===== config.mk =====
export PLATFORM = sky130hd
export DESIGN_NAME = inv_revaluate_flat
export DESIGN_NICKNAME = d
export VERILOG_FILES = /design/src/rtl/inv_revaluate_pkg.sv /design/src/rtl/inv_revaluate_if.sv /design/src/rtl/inv_revaluate_inv_chi_row.sv /design/src/rtl/inv_revaluate.sv /design/src/flat_wrapper.sv
export SDC_FILE = /design/constraint.sdc
export NUM_CORES = 1
export LEC_CHECK = 0
export CORE_AREA = 2 2 96 98
export CTS_CLUSTER_DIAMETER = 80
export DETAILED_ROUTE_END_ITERATION = 7
export DIE_AREA = 0 0 98 100
export PLACE_DENSITY = 0.68
export REMOVE_ABC_BUFFERS = 1
export SLEW_MARGIN = 40
export SYNTH_ARGS = -nofsm -noshare
export SYNTH_HDL_FRONTEND = slang
export SYNTH_SLANG_ARGS = --single-unit

===== constraint.sdc =====
create_clock -name clk -period 1.45 [get_ports clk]
set_input_delay 0.3625 -clock clk [delete_from_list [all_inputs] [get_ports clk]]
set_output_delay 0.3625 -clock clk [all_outputs]
set_load 0.01 [all_outputs]

===== src/rtl/inv_revaluate_pkg.sv =====
// inv_revaluate_pkg
//   Shared decoder definitions: geometry of a state file, the FSM state
//   enumeration, the inverse-chi row table and the forward chi row map.
package inv_revaluate_pkg;

    localparam int unsigned LINES      = 64;
    localparam int unsigned LINE_W     = 25;
    localparam int unsigned FILE_W     = 10;
    localparam int unsigned LINE_IDX_W = $clog2(LINES);
    localparam int unsigned ADDR_W     = FILE_W + LINE_IDX_W;

    localparam logic [LINE_IDX_W-1:0] LAST_LINE = LINE_IDX_W'(LINES - 1);

    typedef enum logic [2:0] {
        ST_IDLE,
        ST_READ,
        ST_LATCH,
        ST_WRITE,
        ST_DONE
    } state_t;

    // CHI_INV[b] = a such that chi(a) == b
    localparam logic [4:0] CHI_INV [32] = '{
        5'd0,  5'd11, 5'd22, 5'd9,  5'd13, 5'd4,  5'd18, 5'd15,
        5'd26, 5'd1,  5'd8,  5'd3,  5'd5,  5'd12, 5'd30, 5'd7,
        5'd21, 5'd20, 5'd2,  5'd23, 5'd16, 5'd17, 5'd6,  5'd19,
        5'd10, 5'd27, 5'd24, 5'd25, 5'd29, 5'd28, 5'd14, 5'd31
    };

    // Forward chi on one 5-bit row: b[x] = a[x] ^ (~a[x+1] & a[x+2]), indices mod 5
    function automatic logic [4:0] chi(input logic [4:0] a);
        logic [4:0] rot1;
        logic [4:0] rot2;
        rot1 = {a[0], a[4:1]};
        rot2 = {a[1:0], a[4:2]};
        return a ^ (~rot1 & rot2);
    endfunction

endpackage


===== src/rtl/inv_revaluate_if.sv =====
// inv_revaluate_if
//   Handshake and state-memory bus of the inverse revaluate step.
//   slave  : the inv_revaluate block
//   master : decoder controller plus state memory
//   start/file_index : request to process one file
//   busy/finish      : progress and one-cycle completion pulse
//   mem_addr/mem_rd/rd_data/mem_wr/wr_data : synchronous memory port
interface inv_revaluate_if;
    import inv_revaluate_pkg::*;

    logic              start;
    logic [FILE_W-1:0] file_index;
    logic              busy;
    logic              finish;
    logic [ADDR_W-1:0] mem_addr;
    logic              mem_rd;
    logic [LINE_W-1:0] rd_data;
    logic              mem_wr;
    logic [LINE_W-1:0] wr_data;

    modport slave (
        input  start, file_index, rd_data,
        output busy, finish, mem_addr, mem_rd, mem_wr, wr_data
    );

    modport master (
        output start, file_index, rd_data,
        input  busy, finish, mem_addr, mem_rd, mem_wr, wr_data
    );

endinterface


===== src/rtl/inv_revaluate_inv_chi_row.sv =====
// inv_chi_row
//   Combinational inverse of chi for one 5-bit row, by table lookup.
//   i_row : chi output row
//   o_row : row that chi maps onto i_row
module inv_chi_row
    import inv_revaluate_pkg::*;
(
    input  logic [4:0] i_row,
    output logic [4:0] o_row
);

    assign o_row = CHI_INV[i_row];

endmodule


===== src/rtl/inv_revaluate.sv =====
// inv_revaluate
//   Applies inverse chi to all 64 lines of one state file in place.
//   Each line takes three cycles: READ (strobe), LATCH (transform the
//   returned word), WRITE (store it back at the same address).
//   clk : rising-edge clock
//   rst : asynchronous active-high reset
//   bus : inv_revaluate_if.slave (start/file_index/busy/finish + memory port)
module inv_revaluate
    import inv_revaluate_pkg::*;
(
    input logic            clk,
    input logic            rst,
    inv_revaluate_if.slave bus
);

    state_t                r_state;
    logic [LINE_IDX_W-1:0] r_line;
    logic [FILE_W-1:0]     r_file;
    logic                  r_busy;
    logic                  r_finish;
    logic                  r_rd;
    logic                  r_wr;
    logic [LINE_W-1:0]     r_wr_data;
    logic [LINE_W-1:0]     w_inv;

    // Five rows inverted in parallel from the word returned by memory
    for (genvar y = 0; y < 5; y++) begin : g_row
        inv_chi_row u_row (
            .i_row (bus.rd_data[5*y +: 5]),
            .o_row (w_inv[5*y +: 5])
        );
    end

    // Strobes and busy/finish are set on the transition into their state,
    // so every output comes straight from a flop.
    always_ff @(posedge clk or posedge rst) begin
        if (rst) begin
            r_state   <= ST_IDLE;
            r_line    <= '0;
            r_file    <= '0;
            r_busy    <= 1'b0;
            r_finish  <= 1'b0;
            r_rd      <= 1'b0;
            r_wr      <= 1'b0;
            r_wr_data <= '0;
        end else begin
            case (r_state)
                ST_IDLE: begin
                    if (bus.start) begin
                        r_file  <= bus.file_index;
                        r_line  <= '0;
                        r_busy  <= 1'b1;
                        r_rd    <= 1'b1;
                        r_state <= ST_READ;
                    end
                end
                ST_READ: begin
                    r_rd    <= 1'b0;
                    r_state <= ST_LATCH;
                end
                ST_LATCH: begin
                    r_wr_data <= w_inv;
                    r_wr      <= 1'b1;
                    r_state   <= ST_WRITE;
                end
                ST_WRITE: begin
                    r_wr <= 1'b0;
                    if (r_line == LAST_LINE) begin
                        r_busy   <= 1'b0;
                        r_finish <= 1'b1;
                        r_state  <= ST_DONE;
                    end else begin
                        r_line  <= r_line + 1'b1;
                        r_rd    <= 1'b1;
                        r_state <= ST_READ;
                    end
                end
                ST_DONE: begin
                    r_finish <= 1'b0;
                    r_line   <= '0;
                    r_state  <= ST_IDLE;
                end
                default: r_state <= ST_IDLE;
            endcase
        end
    end

    assign bus.busy     = r_busy;
    assign bus.finish   = r_finish;
    assign bus.mem_addr = {r_file, r_line};
    assign bus.mem_rd   = r_rd;
    assign bus.mem_wr   = r_wr;
    assign bus.wr_data  = r_wr_data;

endmodule


===== src/flat_wrapper.sv =====
// flat-port wrapper written by rule: the top's interface ports become plain ports
module inv_revaluate_flat import inv_revaluate_pkg::*;
  (clk, rst, bus_start, bus_file_index, bus_rd_data, bus_busy, bus_finish, bus_mem_addr, bus_mem_rd, bus_mem_wr, bus_wr_data);
  inv_revaluate_if bus_i ();
  input logic clk;
  input logic rst;
  input wire logic [$bits(bus_i.start)-1:0] bus_start;
  input wire logic [$bits(bus_i.file_index)-1:0] bus_file_index;
  input wire logic [$bits(bus_i.rd_data)-1:0] bus_rd_data;
  output wire logic [$bits(bus_i.busy)-1:0] bus_busy;
  output wire logic [$bits(bus_i.finish)-1:0] bus_finish;
  output wire logic [$bits(bus_i.mem_addr)-1:0] bus_mem_addr;
  output wire logic [$bits(bus_i.mem_rd)-1:0] bus_mem_rd;
  output wire logic [$bits(bus_i.mem_wr)-1:0] bus_mem_wr;
  output wire logic [$bits(bus_i.wr_data)-1:0] bus_wr_data;
  assign bus_i.start = bus_start;
  assign bus_i.file_index = bus_file_index;
  assign bus_i.rd_data = bus_rd_data;
  assign bus_busy = bus_i.busy;
  assign bus_finish = bus_i.finish;
  assign bus_mem_addr = bus_i.mem_addr;
  assign bus_mem_rd = bus_i.mem_rd;
  assign bus_mem_wr = bus_i.mem_wr;
  assign bus_wr_data = bus_i.wr_data;
  inv_revaluate u_core (.clk(clk), .rst(rst), .bus(bus_i));
endmodule

Word-level counts from Yosys, hierarchy flattened
Memories as Yosys holds them, arrays and structs flattened. A register that Yosys moved wholly into a read port is not among the register bits. Index checks and enable logic that the tools add are counted.

$add $sub $neg: 1. Bitwise logic cells: 5. Reductions and logical operators: 11. Equality and inequality tests: 8. Mux-type cells: 14.

Operators with widths (number): $not A5 Y6 (5); $pmux W6 S3 (1); $mux W6 (2); $pmux W3 S4 (1); $reduce_and A3 Y1 (3); $add A6 B1 Y6 const B (1); $eq A3 B2 Y1 const B (2); $eq A6 B6 Y1 const B (1); $mux W3 (2); $pmux W1 S2 (3); $reduce_bool A2 Y1 (3); $reduce_bool A3 Y1 (2); $mux W1 (4); $ne A2 B2 Y1 const B (2); $reduce_and A2 Y1 (2); $eq A3 B1 Y1 const B (1); $eq A3 B3 Y1 const B (1); $logic_not A3 Y1 (1); $pmux W1 S3 (1); $ne A2 B1 Y1 const B (1).

Memories: 5. Bits in read-only memories: 800. Bits of input ports: 38. Output and inout port bits: 45. Logic and storage cells: 51. Register bits after elaboration: 23.

Memories: (no name shown) (words 32, width 5, read ports 1, clocked after memory_dff 1, wr ports 0, line inv_revaluate_inv_chi_row.sv:12) `assign o_row = CHI_INV[i_row];`; (no name shown) (words 32, width 5, read ports 1, clocked after memory_dff 1, wr ports 0, line inv_revaluate_inv_chi_row.sv:12); (no name shown) (words 32, width 5, read ports 1, clocked after memory_dff 1, wr ports 0, line inv_revaluate_inv_chi_row.sv:12); (no name shown) (words 32, width 5, read ports 1, clocked after memory_dff 1, wr ports 0, line inv_revaluate_inv_chi_row.sv:12); (no name shown) (words 32, width 5, read ports 1, clocked after memory_dff 1, wr ports 0, line inv_revaluate_inv_chi_row.sv:12).

Longest topological paths before layout
Depth after elaboration: 3. Depth in mapped cells: 7. Mapped depth without buffers: 6.

By module
A second synthesis with hierarchy kept.

Cells, all modules: 299. Area total of the unflattened synthesis: 3325.7 um2.

Modules (own cells, without submodules): inv_revaluate (area an instance 2034.5 um2, seq. area each 1201.2 um2, cells an instance 143, times used 1); inv_chi_row at u_core.g_row[2].u_row ... (area an instance 265.3 um2, seq. area each 0.0 um2, cells an instance 32, times used 3); inv_chi_row at u_core.g_row[0].u_row (area an instance 269.0 um2, seq. area each 0.0 um2, cells an instance 32, times used 1); inv_chi_row at u_core.g_row[1].u_row (area an instance 226.5 um2, seq. area each 0.0 um2, cells an instance 28, times used 1).

Least setup slack after synthesis
Ideal clock, no wire load.

Path kind: flip-flop to flip-flop. From: register u_core.r_state[2]. To: register u_core.r_file[0]. Required time: 1.325 ns. Setup slack: -0.104 ns. Clock period less this slack: 1.554 ns. Path buffers: 2. Cell stages (with the launch flop): 5. Library setup time: 0.125 ns. Data arrival time: 1.429 ns. Cells stage by stage: dfrtp_1 > buf_2 > nor4b_1 > buf_4 > mux2_2.

Word-level cells in the longest chain between the ends: 2.

Ends and longest elaborated chain: from (decl) (line inv_revaluate.sv:16) `state_t r_state;`; from (signal assigned) (line inv_revaluate.sv:38) `r_state <= ST_IDLE;`; from (signal assigned) (line inv_revaluate.sv:54) `r_state <= ST_READ;`; from (signal assigned) (line inv_revaluate.sv:59) `r_state <= ST_LATCH;`; $logic_not A3 Y1 (line inv_revaluate.sv:47) `case (r_state)`; $reduce_and A2 Y1 (no source line); to (signal assigned) (line inv_revaluate.sv:50) `r_file <= bus.file_index;`; to (decl) (line inv_revaluate.sv:18) `logic [FILE_W-1:0] r_file;`.

Every way passes these cells. A chain may end at the register's enable or synchronous reset.

Final worst setup path
From: register u_core.r_state[0]. To: register u_core.r_wr_data[0], in the netlist u_core.bus.wr_data[0].

Word-level cells in the longest chain between the ends: 1.

Ends and longest elaborated chain: $eq A3 B2 Y1 (line inv_revaluate.sv:47); to (decl) (line inv_revaluate.sv:23) `logic [LINE_W-1:0] r_wr_data;`.

Every way passes these cells.

==> report_table.html <==
<table>
<tr><th>Metric</th><th>Value</th></tr>
<tr><th colspan="2">Status</th></tr>
<tr><td>Run status</td><td>complete, but fails checks</td></tr>
<tr><td>Violations in the final reports</td><td>setup timing</td></tr>
<tr><th colspan="2">Synth</th></tr>
<tr><td>Async set-reset flop share out of synthesis</td><td>100%</td></tr>
<tr><td>Mapped Area</td><td>3020 um2</td></tr>
<tr><td>Cell variety after synth</td><td>45</td></tr>
<tr><td>Number of register bits inferred by synthesis</td><td>48</td></tr>
<tr><td>Cells after Synth</td><td>315</td></tr>
<tr><td>Flip-flop cell with the highest count after synthesis</td><td>dfrtp_1</td></tr>
<tr><td>Number of enable flip-flop cells after synthesis</td><td>0</td></tr>
<tr><td>Sequential share of the synthesized area</td><td>39.7%</td></tr>
<tr><td>Synthesized area divided by synthesized cell count</td><td>9.60 um2</td></tr>
<tr><td>Number of synthesis warnings</td><td>0</td></tr>
<tr><th colspan="2">Cells and area</th></tr>
<tr><td>Final core utilization</td><td>55.7%</td></tr>
<tr><td>Signed area change from the synthesized netlist to the final layout</td><td>63.7%</td></tr>
<tr><td>Number of filler cells placed in the layout</td><td>822</td></tr>
<tr><td>Antenna diode count</td><td>0</td></tr>
<tr><td>Final std cells w/o fill</td><td>585</td></tr>
<tr><td>Number of nets in the finished design</td><td>532</td></tr>
<tr><td>Fraction of layout instances using a drive strength above 1</td><td>34.4%</td></tr>
<tr><th colspan="2">Place</th></tr>
<tr><td>Number of port buffers</td><td>82</td></tr>
<tr><td>Post-detail-place hpwl</td><td>5710 um</td></tr>
<tr><td>RePlAce Congestion</td><td>0.942</td></tr>
<tr><td>Number of placed cells counting well taps</td><td>558</td></tr>
<tr><th colspan="2">Clocking</th></tr>
<tr><td>Clock tree from TritonCTS</td><td>built</td></tr>
<tr><td>Number of clock buffers inserted by TritonCTS</td><td>5</td></tr>
<tr><td>Sink count of the clock tree</td><td>48</td></tr>
<tr><td>Number of buffers inserted by hold repair at cts</td><td>0</td></tr>
<tr><td>Clock H-tree levels</td><td>2</td></tr>
<tr><td>Clock latency reported for the late side of the worst-skew pair</td><td>0.30 ns</td></tr>
<tr><td>Buffer depth of the longest clock path</td><td>2</td></tr>
<tr><td>Clock Pin Slew Worst Setup and Hold Paths</td><td>0.09 ns</td></tr>
<tr><td>Master cell of the clock root buffer</td><td>clkbuf_8</td></tr>
<tr><th colspan="2">Critical path</th></tr>
<tr><td>CP max-delay cell</td><td>or3b_4</td></tr>
<tr><td>Crit path cell chain</td><td>buf_6 -&gt; or3b_4 -&gt; or3_4 -&gt; nand3_2</td></tr>
<tr><td>RR Startpoint</td><td>u_core.r_state[0]</td></tr>
<tr><td>Kind of start point of the critical path</td><td>flop</td></tr>
<tr><td>Logic depth of the worst register-to-register path</td><td>4</td></tr>
<tr><td>Crit path largest cell delay</td><td>0.46 ns</td></tr>
<tr><td>Reg2reg end</td><td>u_core.bus.wr_data[0]</td></tr>
<tr><td>Data required time of the worst path</td><td>1.70 ns</td></tr>
<tr><td>Critical setup path kind</td><td>reg -&gt; reg</td></tr>
<tr><td>Setup slack, reg-to-reg</td><td>-0.07 ns</td></tr>
<tr><td>Largest fanout of any net on the critical path</td><td>6</td></tr>
<tr><td>Nature of the critical path endpoint</td><td>flop</td></tr>
<tr><td>Cell type group with the largest total delay on the critical path</td><td>simple AND/OR/NAND/NOR gates</td></tr>
<tr><td>CP Data Arrival Time</td><td>1.77 ns</td></tr>
<tr><td>Crit path buf inv count</td><td>1</td></tr>
<tr><th colspan="2">Global route</th></tr>
<tr><td>Total Routing Usage GR</td><td>16.8%</td></tr>
<tr><td>Antenna violations before repair</td><td>0</td></tr>
<tr><td>Vias in the first global route</td><td>2946</td></tr>
<tr><td>Maximum number of pins on one net before global-route repair</td><td>49</td></tr>
<tr><td>Total overflow reported by the global router</td><td>0</td></tr>
<tr><td>Wire length of the first global-routing pass</td><td>13600 um</td></tr>
<tr><th colspan="2">Drt</th></tr>
<tr><td>Detail-routed net length per standard cell</td><td>14.2 um</td></tr>
<tr><td>Vias per cell</td><td>4.91</td></tr>
<tr><td>Post-detailed-routing wire length</td><td>8300 um</td></tr>
<tr><td>Residual DRC count</td><td>0</td></tr>
<tr><td>First-pass detailed-route iteration total</td><td>4</td></tr>
<tr><td>Iter 0 DRT Violations</td><td>97</td></tr>
<tr><td>Antenna violation net count after detailed routing</td><td>0</td></tr>
<tr><td>Number of vias after detailed routing</td><td>2871</td></tr>
<tr><th colspan="2">Floorplanning</th></tr>
<tr><td>Die height</td><td>100 um</td></tr>
<tr><td>Initial standard-cell utilization of the core</td><td>34.0%</td></tr>
<tr><td>Horizontal extent of the die</td><td>98 um</td></tr>
<tr><td>Io pins</td><td>83</td></tr>
<tr><td>Total die area</td><td>9800 um2</td></tr>
<tr><td>Core area</td><td>8890 um2</td></tr>
<tr><td>Number of standard-cell rows in the floorplan</td><td>35</td></tr>
<tr><th colspan="2">Timing</th></tr>
<tr><td>Number of setup violations in the final report</td><td>16</td></tr>
<tr><td>Relative slew slack</td><td>70.9%</td></tr>
<tr><td>Setup repair after global routing missed its margin</td><td>true</td></tr>
<tr><td>Setup TNS Final</td><td>-0.409 ns</td></tr>
<tr><td>Measured slew at the worst slew-check pin</td><td>0.425 ns</td></tr>
<tr><td>Final worst path period need</td><td>1.52 ns</td></tr>
<tr><td>Worst hold-check slack</td><td>0.422 ns</td></tr>
<tr><td>Number of failing hold endpoints at the final stage</td><td>0</td></tr>
<tr><td>Total count of max-transition violations in the final report</td><td>0</td></tr>
<tr><td>Maximum achievable frequency</td><td>0.659 GHz</td></tr>
<tr><td>Setup Skew</td><td>0.00574 ns</td></tr>
<tr><td>Setup ws final</td><td>-0.0686 ns</td></tr>
<tr><td>Post-route clock period utilization</td><td>105%</td></tr>
<tr><th colspan="2">Power</th></tr>
<tr><td>Maximum resistive drop on vdd</td><td>0.608 mV</td></tr>
<tr><td>Power density over cell area</td><td>1460 nW/um2</td></tr>
<tr><td>Overall power of the completed layout</td><td>7.24 mW</td></tr>
<tr><td>Leakage power of the design</td><td>2.32 nW</td></tr>
<tr><th colspan="2">Min path</th></tr>
<tr><td>Hold crit path type</td><td>in -&gt; async</td></tr>
<tr><th colspan="2">Job</th></tr>
<tr><td>Max Cap Violations</td><td>0</td></tr>
</table>
[per-stage QoR]
step / area, um2 / worst slack (ns)
after detailed placement: 4460 / -0.549
after global placement: 4460 / -0.465
after CTS: 4780 / -0.0549
after floorplan: 2930 / -0.826
after global routing: 4950 / -0.118
final: 4950 / -0.0686
[power breakdown]
part / total (mW) / internal, mW / switching (mW)
clock network: 1.02 / 0.564 / 0.460
logic: 3.94 / 2.10 / 1.83
registers: 2.28 / 1.95 / 0.328
total: 7.24 / 4.62 / 2.62
[state kept, by name, indices dropped and copies added, names as in the netlist]
signal,cells
u_core.bus.busy,1
u_core.bus.finish,1
u_core.bus.mem_rd,1
u_core.bus.mem_wr,1
u_core.bus.wr_data,25
u_core.r_file,10
u_core.r_line,6
u_core.r_state,3
[worst max path at each step]
stage | from | endpoint | depth (start not counted)
after global routing | u_core.r_state[2] | u_core.r_line[5] | 6
after CTS | u_core.r_state[2] | u_core.r_file[6] | 5
after floorplan | u_core.r_state[0] | u_core.r_file[0] | 2
after global placement | bus_rd_data[21] | u_core.bus.wr_data[23] | 6
final | u_core.r_state[0] | u_core.bus.wr_data[0] | 4
after detailed placement | bus_rd_data[1] | u_core.bus.wr_data[3] | 7
[routing by layer]
metal | GRT usage (%) | part of all wire [%] | vias up
li1 | - | - | 1411
met1 | 19.9 | 41 | 1371
met2 | 31.3 | 52 | 77
met3 | 2.86 | 4.5 | 12
met4 | 5.02 | 1.7 | 0
met5 | 0 | 0 | -
[area by class of cell]
class                      count  area [um2]  share of cell area, %
tap                          111         139                   2.81
inverter                      31         116                   2.35
sequential                    48        1200                   24.3
clock inverter                 2        38.8                  0.783
clock buffer                   6        82.6                   1.67
multi-input combinational    220        1910                   38.5
timing repair buffer         167        1470                   29.6
[worst min-delay path: cells and delay by family]
kind	cells	cell delay, ns
buf+inv	3	0.74
[cells in the mapped netlist (all sizes together) (7+ instances only)]
cell	number	area [um2]
clkbuf	8	30.0
ha	21	263
inv	31	116
nor3	8	40.0
nand2b	9	56.3
o211ai	7	52.6
nor2	12	45.0
buf	9	62.6
dfrtp	48	1200
mux2	11	124
mux2i	15	150
xnor2	11	96.3
nand2	28	105
a21oi	14	70.1
o21ai	24	120
nor2b	7	43.8
nand3	7	35.0
[cell families (layout without fill, tap and decap cells)]
family,Yosys count,after routing,synth area share [%]
DFF,48,48,39.7
adders and majority gates,21,21,8.69
xor gates and xnor gates,11,11,3.19
AOI/OAI and AO/OA,73,73,16.0
buffers and inverters,48,206,6.91
and+or+nand+nor,85,86,14.2
muxes,29,29,11.3
[cells in the final DEF, fill, tap and decap left out, types with 13 or more instances in the layout]
| cell | n |
|---|---|
| mux2i_1 | 15 |
| dlygate4sd2_1 | 58 |
| clkdlybuf4s50_1 | 23 |
| inv_1 | 23 |
| nand2_1 | 23 |
| o21ai_0 | 13 |
| ha_1 | 14 |
| buf_4 | 70 |
| dfrtp_1 | 48 |
[repair_timing]
action | CTS | global route
gates resized for setup | 100 | 46
cloned | 2 | 1
buffers inserted | 14 | 4
setup endpoints to repair | 77 | 41
pin swaps | 9 | 14
(Power assumes the default switching activity.)
==> variant (config.mk and constraints unchanged) <==
Set the package constant `LINES` to 128 (it was 64).
--- a/src/rtl/inv_revaluate_pkg.sv
+++ b/src/rtl/inv_revaluate_pkg.sv
@@ -3,7 +3,7 @@
 //   enumeration, the inverse-chi row table and the forward chi row map.
 package inv_revaluate_pkg;
 
-    localparam int unsigned LINES      = 64;
+    localparam int unsigned LINES      = 128;
     localparam int unsigned LINE_W     = 25;
     localparam int unsigned FILE_W     = 10;
     localparam int unsigned LINE_IDX_W = $clog2(LINES);
Interface: changed (resized bus_mem_addr); port bits go from 83 to 84. No check against the original RTL was run, so the function may have changed too.
==> variant against the original RTL <==
Clock skew is 0.0018 ns lower; routed wire length is 5.3% lower; synthesized area is 3.1% higher; sequential cell count is 1 higher; synthesized cell count is 1.3% lower; power is 6.6% lower; cell count is 2.9% lower; count of clock-buffer cells in the layout is 1 higher; worst setup slack better by 0.087 ns; combinational power is 9.6% lower; clock power is 14% lower; final area is 2.8% lower; via count is 3.3% lower; critical path type is now input pin to register; highest routed layer unchanged.
==> variant: results (changes against the original RTL) <==
\begin{tabular}{lr}
\hline
Metric & Value \\
\hline
\multicolumn{2}{l}{\textbf{Run status}} \\
Run status & finished, final reports clean \\
\multicolumn{2}{l}{\textbf{Yosys}} \\
Synth area leaders & dfrtp\_1 39\%, ha\_1 8.4\%, mux2i\_1 4.8\% \\
Adder-cell area share of the yosys netlist & 8.43\% (-0.26 points) \\
Compound-cell area share of the yosys netlist & 15.4\% (-0.60 points) \\
Share of the synthesized netlist area taken by xor and xnor gates & 3.09\% (-0.096 points) \\
Distinct cells, synth & 53 (+18\%) \\
Post-synthesis sequential area ratio & 39.3\% (-0.39 points) \\
Mux share of post-synthesis cell area & 12.4\% (+1.1 points) \\
Average cell area after synthesis & 10.0 um\^{}2 (+4.4\%) \\
Top post-synthesis cells by count & 49 x dfrtp\_1, 23 x inv\_1, 21 x ha\_1, 20 x nand2\_1, 17 x nor2\_1 \\
\multicolumn{2}{l}{\textbf{Global routing}} \\
Maximum number of pins on one net before global-route repair & 50 (+2.0\%) \\
Vias in the first global route & 2913 (-1.1\%) \\
First-pass GRT wire length & 13000 um (-4.9\%) \\
Tot GR Track Use & 15.9\% (-0.87 points) \\
\multicolumn{2}{l}{\textbf{Layout}} \\
Layout cells sized above 1 & 31.5\% (-2.9 points) \\
Finished Layout Cells & 568 (-2.9\%) \\
Nets@finish & 515 (-3.2\%) \\
Diode count & 0 (unchanged) \\
\multicolumn{2}{l}{\textbf{Placement}} \\
Count of buffers inserted at the top-level ports & 83 (+1.2\%) \\
HPWL Detailed & 5620 um (-1.6\%) \\
Dpl cells & 547 (-2.0\%) \\
Minimum setup slack after placement & -0.530 ns (+0.0192 ns) \\
\multicolumn{2}{l}{\textbf{Routing}} \\
Detailed-route via count & 2775 (-3.3\%) \\
Number of DRC markers in iteration 0 & 82 (-15\%) \\
Final wirelength & 7860 um (-5.3\%) \\
\multicolumn{2}{l}{\textbf{Pwr}} \\
Standby leakage power & 2.35 nW (+1.0\%) \\
Max rail drop VDD & 505 uV (-17\%) \\
Switching share of power & 36.0\% (-0.23 points) \\
Power in sequential cells & 2.32 mW (+2\%) \\
Combinational Power Share & 52.6\% (-1.8 points) \\
\multicolumn{2}{l}{\textbf{Timing}} \\
Worst Tran Pin Value & 0.378 ns (-0.0468 ns) \\
Clock Skew & 0.00391 ns (-0.00183 ns) \\
\multicolumn{2}{l}{\textbf{Worst setup path}} \\
Worst-path fanout max & 5 (-1) \\
CP Data Arrival Time & 1.64 ns (-0.13 ns) \\
\hline
\end{tabular}
## variant: cell types whose count changed after synthesis, moves of 5 or more
cell | before | now
inv_1 | 31 | 23
o21ai_0 | 24 | 6
mux2_2 | 11 | 4
mux2_1 | 0 | 11
clkbuf_1 | 8 | 1
nor2_1 | 12 | 17
nand2_1 | 28 | 20
o21ai_1 | 0 | 16
## variant: path summary, 6_finish.rpt
path                                   start                      to  slack, ns  cells after the start
max                          bus_rd_data[19]  u_core.bus.wr_data[16]       0.02                      5
min                                      rst        u_core.r_file[1]       0.44                      3
max reg2reg                u_core.r_state[2]   u_core.bus.wr_data[7]       0.04                      4
min reg2reg                  u_core.bus.busy         u_core.bus.busy       0.48                      1
max in group asynchronous                rst       u_core.r_state[1]       0.77                      3
min in group clk             u_core.bus.busy         u_core.bus.busy       0.48                      1
## variant: per-layer routing
layer	part of all wire (%)	wire, um	global-route usage [%]
met2	52	4060	29.9
met5	0	0	0
met1	44	3480	19.2
met3	3.1	243	1.88
met4	0.98	77	4.59
## variant: final cells by class
cell class | instances | area, um^2
fill | 831 | 4080
multi-input combinational | 220 | 1890
timing repair buffer | 156 | 1370
sequential | 49 | 1230
tap | 111 | 139
clock buffer | 7 | 96.3
inverter | 24 | 90.1
clock inverter | 1 | 5.00
## variant: stage by stage
step,area (um^2),power (mW)
6_report,4810,6.76
2_1_floorplan,3000,3.89
4_1_cts,4620,6.51
5_1_grt,4810,7.27
3_5_place_dp,4440,5.91
3_3_place_gp,4440,5.82
## variant: critical path, cell delays in order
cell             delay (ns)
clkdlybuf4s50_1        0.59
buf_4                  0.18
mux2i_1                0.20
a21oi_1                0.11
o31ai_1                0.19
## variant: timing repair
item,CTS,global route
setup endpoints to repair,66,32
pin swaps,3,1
buffers inserted,8,4
gates cloned,0,1
gates resized for setup,82,46
